File: src/rtl/lsu_mem_ctrl.sv
// Load/store unit: validates and issues one data-memory access at a time over a
// req/valid handshake, then aligns and extends returned load data for writeback.
module lsu_mem_ctrl #(
  parameter int unsigned TIMEOUT = 255
) (
  input  logic        clk,
  input  logic        rst_n,
  input  logic        Load,
  input  logic        Store,
  input  logic [2:0]  fun3,
  input  logic [31:0] addr,
  input  logic [31:0] store_data,
  output logic        dmem_req,
  output logic        dmem_we,
  output logic [31:0] dmem_addr,
  output logic [31:0] dmem_wdata,
  output logic [3:0]  dmem_wmask,
  input  logic        dmem_valid,
  input  logic [31:0] dmem_rdata,
  output logic [31:0] load_data,
  output logic        valid,
  output logic        load_control,
  output logic        stall,
  output logic        bus_err
);

  typedef enum logic [1:0] {S_IDLE, S_WAIT, S_WB} state_t;

  state_t      r_state;
  logic [2:0]  r_fun3;
  logic [1:0]  r_lo;
  logic [7:0]  r_count;

  logic        w_go;
  logic        w_fun3_ok;
  logic        w_align_ok;
  logic        w_accept;
  logic [3:0]  w_wmask;
  logic [31:0] w_wdata;
  logic [7:0]  w_byte;
  logic [15:0] w_half;
  logic [31:0] w_ext;

  // Store takes priority, so its stricter fun3 legality applies when both are high.
  assign w_go      = Load | Store;
  assign w_fun3_ok = Store ? (fun3 < 3'b011) : (fun3[1:0] != 2'b11);

  always_comb begin
    w_align_ok = 1'b1;
    w_wmask    = 4'b1111;
    w_wdata    = store_data;
    case (fun3[1:0])
      2'b00: begin
        w_wmask = 4'b0001 << addr[1:0];
        w_wdata = {4{store_data[7:0]}};
      end
      2'b01: begin
        w_align_ok = ~addr[0];
        w_wmask    = addr[1] ? 4'b1100 : 4'b0011;
        w_wdata    = {2{store_data[15:0]}};
      end
      default: w_align_ok = (addr[1:0] == 2'b00);
    endcase
  end

  assign w_accept = (r_state == S_IDLE) && w_go && w_fun3_ok && w_align_ok;
  assign stall    = rst_n && ((r_state != S_IDLE) || w_accept);

  always_comb begin
    w_byte = dmem_rdata[7:0];
    case (r_lo)
      2'b01:   w_byte = dmem_rdata[15:8];
      2'b10:   w_byte = dmem_rdata[23:16];
      2'b11:   w_byte = dmem_rdata[31:24];
      default: w_byte = dmem_rdata[7:0];
    endcase
    w_half = r_lo[1] ? dmem_rdata[31:16] : dmem_rdata[15:0];
    case (r_fun3)
      3'b000:  w_ext = {{24{w_byte[7]}}, w_byte};
      3'b100:  w_ext = {24'h0, w_byte};
      3'b001:  w_ext = {{16{w_half[15]}}, w_half};
      3'b101:  w_ext = {16'h0, w_half};
      default: w_ext = dmem_rdata;
    endcase
  end

  always_ff @(posedge clk or negedge rst_n) begin
    if (!rst_n) begin
      r_state      <= S_IDLE;
      r_fun3       <= 3'b000;
      r_lo         <= 2'b00;
      r_count      <= 8'h00;
      dmem_req     <= 1'b0;
      dmem_we      <= 1'b0;
      dmem_addr    <= 32'h0;
      dmem_wdata   <= 32'h0;
      dmem_wmask   <= 4'b0000;
      load_data    <= 32'h0;
      valid        <= 1'b0;
      load_control <= 1'b0;
      bus_err      <= 1'b0;
    end else begin
      load_control <= 1'b0;
      bus_err      <= 1'b0;
      case (r_state)
        S_IDLE: begin
          if (w_accept) begin
            dmem_req   <= 1'b1;
            dmem_we    <= Store;
            dmem_addr  <= {addr[31:2], 2'b00};
            dmem_wdata <= w_wdata;
            dmem_wmask <= Store ? w_wmask : 4'b0000;
            r_fun3     <= fun3;
            r_lo       <= addr[1:0];
            r_count    <= 8'h00;
            valid      <= 1'b1;
            r_state    <= S_WAIT;
          end else if (w_go) begin
            bus_err <= 1'b1;
          end
        end
        S_WAIT: begin
          if (dmem_valid) begin
            dmem_req <= 1'b0;
            if (!dmem_we) begin
              load_data    <= w_ext;
              load_control <= 1'b1;
              r_state      <= S_WB;
            end else begin
              valid   <= 1'b0;
              r_state <= S_IDLE;
            end
          end else if (r_count == 8'(TIMEOUT - 1)) begin
            // The access has held req for TIMEOUT cycles with no response.
            dmem_req <= 1'b0;
            bus_err  <= 1'b1;
            valid    <= 1'b0;
            r_state  <= S_IDLE;
          end else begin
            r_count <= r_count + 8'd1;
          end
        end
        S_WB: begin
          valid   <= 1'b0;
          r_state <= S_IDLE;
        end
        default: r_state <= S_IDLE;
      endcase
    end
  end

endmodule

File: config.mk
export PLATFORM = sky130hd
export DESIGN_NAME = lsu_mem_ctrl
export DESIGN_NICKNAME = d
export VERILOG_FILES = /design/src/rtl/lsu_mem_ctrl.sv
export SDC_FILE = /design/constraint.sdc
export NUM_CORES = 1
export LEC_CHECK = 0
export CORE_ASPECT_RATIO = 0.7
export CORE_MARGIN = 1
export CORE_UTILIZATION = 48
export DETAILED_ROUTE_END_ITERATION = 12
export PLACE_DENSITY = 0.86
export RECOVER_POWER = 25
export SLEW_MARGIN = 15
export SYNTH_ARGS = -nofsm -noshare
export SYNTH_HDL_FRONTEND = slang
export SYNTH_SLANG_ARGS = --single-unit
export TNS_END_PERCENT = 100
File: constraint.sdc
create_clock -name clk -period 6.1 [get_ports clk]
set_clock_uncertainty 0.2 [all_clocks]
set_input_delay 0.915 -clock clk [delete_from_list [all_inputs] [get_ports clk]]
set_output_delay 0.915 -clock clk [all_outputs]
set_load 0.05 [all_outputs]
; Yosys cells after proc, flatten, opt, wreduce, memory -nomap -nowiden
; Cells that the tools add are included.
[word_totals]
reg_bits = 118
latch_bits = 0
ramBits = 0
romBits = 0
output_inout_bits = 106
mem_count = 0
[op_classes]
add_sub_neg = 1
n_mul = 0
div = 0
n_lt_le_gt_ge = 1
n_eq_ne = 16
shifts = 1
n_mux = 33
n_bitwise = 3
n_reduce_logical = 18
[op_table]
columns = operator, n
row1 = $pmux W32 S4, 1
row2 = $pmux W32 S2, 1
row3 = $mux W8, 3
row4 = $pmux W8 S3, 1
row5 = $mux W16, 1
row6 = $pmux W8 S2, 1
row7 = $mux W1, 13
row8 = $add A8 B1 Y8 const B, 1
row9 = $eq A8 B8 Y1 const B, 1
row10 = $mux W2, 4
row11 = $mux W4, 2
row12 = $ne A2 B2 Y1 const B, 4
row13 = $pmux W4 S2, 1
row14 = $reduce_and A4 Y1, 2
row15 = $eq A2 B1 Y1 const B, 3
row16 = $eq A2 B2 Y1 const B, 3
row17 = $eq A3 B3 Y1 const B, 2
row18 = $logic_not A2 Y1, 3
row19 = $ne A3 B3 Y1 const B, 2
row20 = $pmux W1 S2, 3
row21 = $reduce_and A3 Y1, 2
row22 = $logic_and A1 B1 Y1, 4
row23 = $pmux W2 S2, 1
row24 = $reduce_and A2 Y1, 2
row25 = 10 further kinds, 12

; Depth between registers and ports, before layout
[logic_depth]
word_depth = 6
depth_mapped = 9
depth_no_buf = 8

; Least setup slack after synthesis
; OpenSTA, ideal clock, no wires.
[synth_timing]
kind = input-to-output
startpoint = input port fun3[0]
endpoint = output port stall
arrival_time_ps = 2434
t_required_ps = 4985
setup_slack_ps = 2551
stages = 6
path_cell_list = or3_1 > a211o_1 > buf_2 > buf_2 > nand2_1 > and2_1
[synth_between]
elab_chain_len = 6
word_cells_on_any_way = 10
[synth_rtl]
columns = element, line
row1 = "start, declared", 10  ; input logic [2:0] fun3,
row2 = $lt A3 B2 Y1 / $ne A2 B2 Y1 (equally long branches), 46  ; assign w_fun3_ok = Store ? (fun3 < 3'b011) : (fun3[1:0] != 2'b11);
row3 = $mux W1, 46
row4 = $logic_and A1 B1 Y1, 66  ; assign w_accept = (r_state == S_IDLE) && w_go && w_fun3_ok && w_align_ok;
row5 = $logic_and A1 B1 Y1 *, 66
row6 = $logic_or A1 B1 Y1 *, 67  ; assign stall = rst_n && ((r_state != S_IDLE) || w_accept);
row7 = $logic_and A1 B1 Y1 *, 67
row8 = "end, declared", 23  ; output logic stall,
; Mark *: on every way between the ends. The rest lies on a longest branch, timed or not.

; Worst setup path in the final report
[layout_timing]
startpoint = input port rst_n
endpoint = output port stall
[layout_between]
elab_chain_len = 1
[layout_rtl]
columns = element, line
row1 = "start, declared", 7  ; input logic rst_n,
row2 = $logic_and A1 B1 Y1, 67
; Every way passes these cells.

==> impl_metrics.tcl <==
set metrics [dict create \
    r2r_end "valid$_DFFE_PN0P_" \
    ios 210 \
    firstDrtPassIters 4 \
    dp_cells 949 \
    clk_path_buf_depth 2 \
    hold_path.class "reg -> reg" \
    reg2reg_from "r_state[1]$_DFFE_PN0P_" \
    critPathMaxFanout 51 \
    overflow 0 \
    die-height_um 91.7 \
    cts_tree "yes" \
    viasPerCell 5.41 \
    ys_types 46 \
    failed_checks "capacitance limit, slew limit" \
    max_freq_mhz 197 \
    path_class "in -> out" \
    ys_ff_latch 118 \
    place.gp.congestion 0.914 \
    drv_cap 2 \
    finalWorstSetupSlack_ps 1030 \
    clk_pin_slew_worst_paths_ps 60 \
    antenna_cells 0 \
    cts_hold_buffers 0 \
    area_delta_synth_final_pct 49.1 \
    yosys_warnings 0 \
    power.density_nw_per_um2 608 \
    start_kind "primary input" \
    postCtsResizedCells 0 \
    ant_nets 0 \
    slew-limit-headroom_pct -78.7 \
    report.final.slew_viol_count 122 \
    grt_pass1_vias 5374 \
    core.rowCount 32 \
    pre_cts_slack_ps 1340 \
    wl_um 16700 \
    avgSynthCellArea_um2 8.85 \
    place_area_um2 7650 \
    hpwl_um 11800 \
    hold_ws_ps 271 \
    finalCriticalPeriod_ps 5070 \
    htreeDepth 4 \
    die_w_um 130 \
    synth-edff-count 0 \
    vdd_ir_drop_max_mv 0.368 \
    layout_common_cells "clkdlybuf4s50_1, nand2_1, dfrtp_1" \
    postCtsSetupRepairBufs 0 \
    hold_depth 2 \
    hold_end "dmem_addr[2]$_DFFE_PN0P_" \
    clock_sinks 118 \
    cts_buffers 17 \
    finalHoldViolCount 0 \
    synthCells 623 \
    fin_area_um2 8230 \
    drc 0 \
    global_route.usage.total_pct 30.0 \
    wl_per_cell_um 17.0 \
    root_buffer "clkbuf_16" \
    grt_max_degree 108 \
    seq_area_frac_synth_pct 53.5 \
    netlist_area_um2 5520 \
    arrival_ps 3960 \
    antenna_found_initial 0 \
    clock_latency_ps 410 \
    r2r_slack_ps 2610 \
    setup_violations 0 \
    grt_first_pass_wirelength_um 27100 \
    first_iter_violations 317 \
    synth_ff_type "dfrtp_1" \
    critPathCaptureType "output pin" \
    rsz0062_at_grt "no" \
    fp.dieArea_um2 11900 \
    tightest_slew_ps 2680 \
    fin_nets 924 \
    drive_gt1_share_pct 5.07 \
    final_common_cell "clkdlybuf4s50_1" \
    totalPowerFinal_mw 5.00 \
    io_buffers 207 \
    p_leak_nw 3.75 \
    fin_setup_tns_ps 0 \
    fin_cells 981 \
    required_ps 4980 \
    async_flop_share_pct 100 \
    worstHoldStart "dmem_addr[2]$_DFFE_PN0P_" \
    post-route-util_pct 74.2 \
    coreArea_um2 11100 \
    run_status "complete, but fails checks" \
    start_util_pct 49.7 \
    worst-r2r-cell-count 8 \
    period_share_pct 83.1 \
    via_count 5307 \
]
## sequential cells by signal, indices dropped and copies added, names as in the netlist, 2 cells and up
register / flops
r_count: 8
r_state: 2
dmem_wmask: 4
load_data: 32
r_lo: 2
dmem_addr: 30
r_fun3: 3
dmem_wdata: 32
## routing by layer
layer  wire [um]  up-vias  global-route usage [%]
met5           0        -                       0
met4         354        0                    11.7
met3        1330       32                    10.2
met2        7950      217                    46.3
met1        7090     2558                    38.9
li1            -     2500                       -
## synth_stat cells, drive strengths merged, types with 2 or more instances
cell | instances | area share [%]
nor3b | 2 | 0.27
inv | 7 | 0.48
a21oi | 35 | 3.2
nor2b | 9 | 1.0
a22oi | 7 | 0.95
or3 | 3 | 0.34
a21o | 6 | 0.82
o22ai | 6 | 0.68
ha | 5 | 1.1
o211ai | 2 | 0.27
o21ai | 54 | 4.9
a211oi | 7 | 1.0
clkbuf | 24 | 1.6
buf | 15 | 1.4
nand4 | 3 | 0.34
xor2 | 2 | 0.32
and4 | 2 | 0.32
nand2 | 194 | 13
nor2 | 38 | 2.6
and3 | 2 | 0.23
mux2i | 26 | 4.7
dfrtp | 118 | 54
and2 | 2 | 0.23
nand3 | 35 | 3.2
a211o | 2 | 0.32
## cell type report
class / instances / area, um^2
multi-input combinational: 459 / 2380
clock buffer: 18 / 429
timing repair buffer: 211 / 2090
clock inverter: 14 / 154
tap: 153 / 191
fill: 803 / 2860
inverter: 8 / 30.0
sequential: 118 / 2950
## power breakdown
part | internal [mW] | switching (mW) | leakage, nW
Sequential | 1.12 | 0.255 | 1.48
Clock | 0.605 | 0.369 | 0.289
Combinational | 0.852 | 1.80 | 1.99
## cell families (layout without fill, tap and decap cells)
family	count (synthesis)	after routing	synth area share [%]
DFF	118	118	53.5
and+or+nand+nor	294	294	22.2
muxes	28	28	5.33
AOI/OAI and AO/OA	128	128	13.8
xor gates and xnor gates	2	2	0.318
buffers and inverters	47	251	3.61
other	1	2	0.0680
adders and majority gates	5	5	1.13
## worst max path at each step
stage                     startpoint    end  slack, ps  cells past startpoint
after global placement       fun3[0]  stall       1370                      6
after global routing           rst_n  stall        670                      3
after CTS                    fun3[0]  stall       1310                      6
final                          rst_n  stall       1030                      3
after detailed placement     fun3[0]  stall       1340                      6
after floorplan              fun3[0]  stall       2550                      6
## worst max-delay path, stage by stage
cell	delay [ps]
clkbuf_1	1860
and2_1	330
clkdlybuf4s50_1	830
Note: power is estimated with default switching activity, not from simulation.
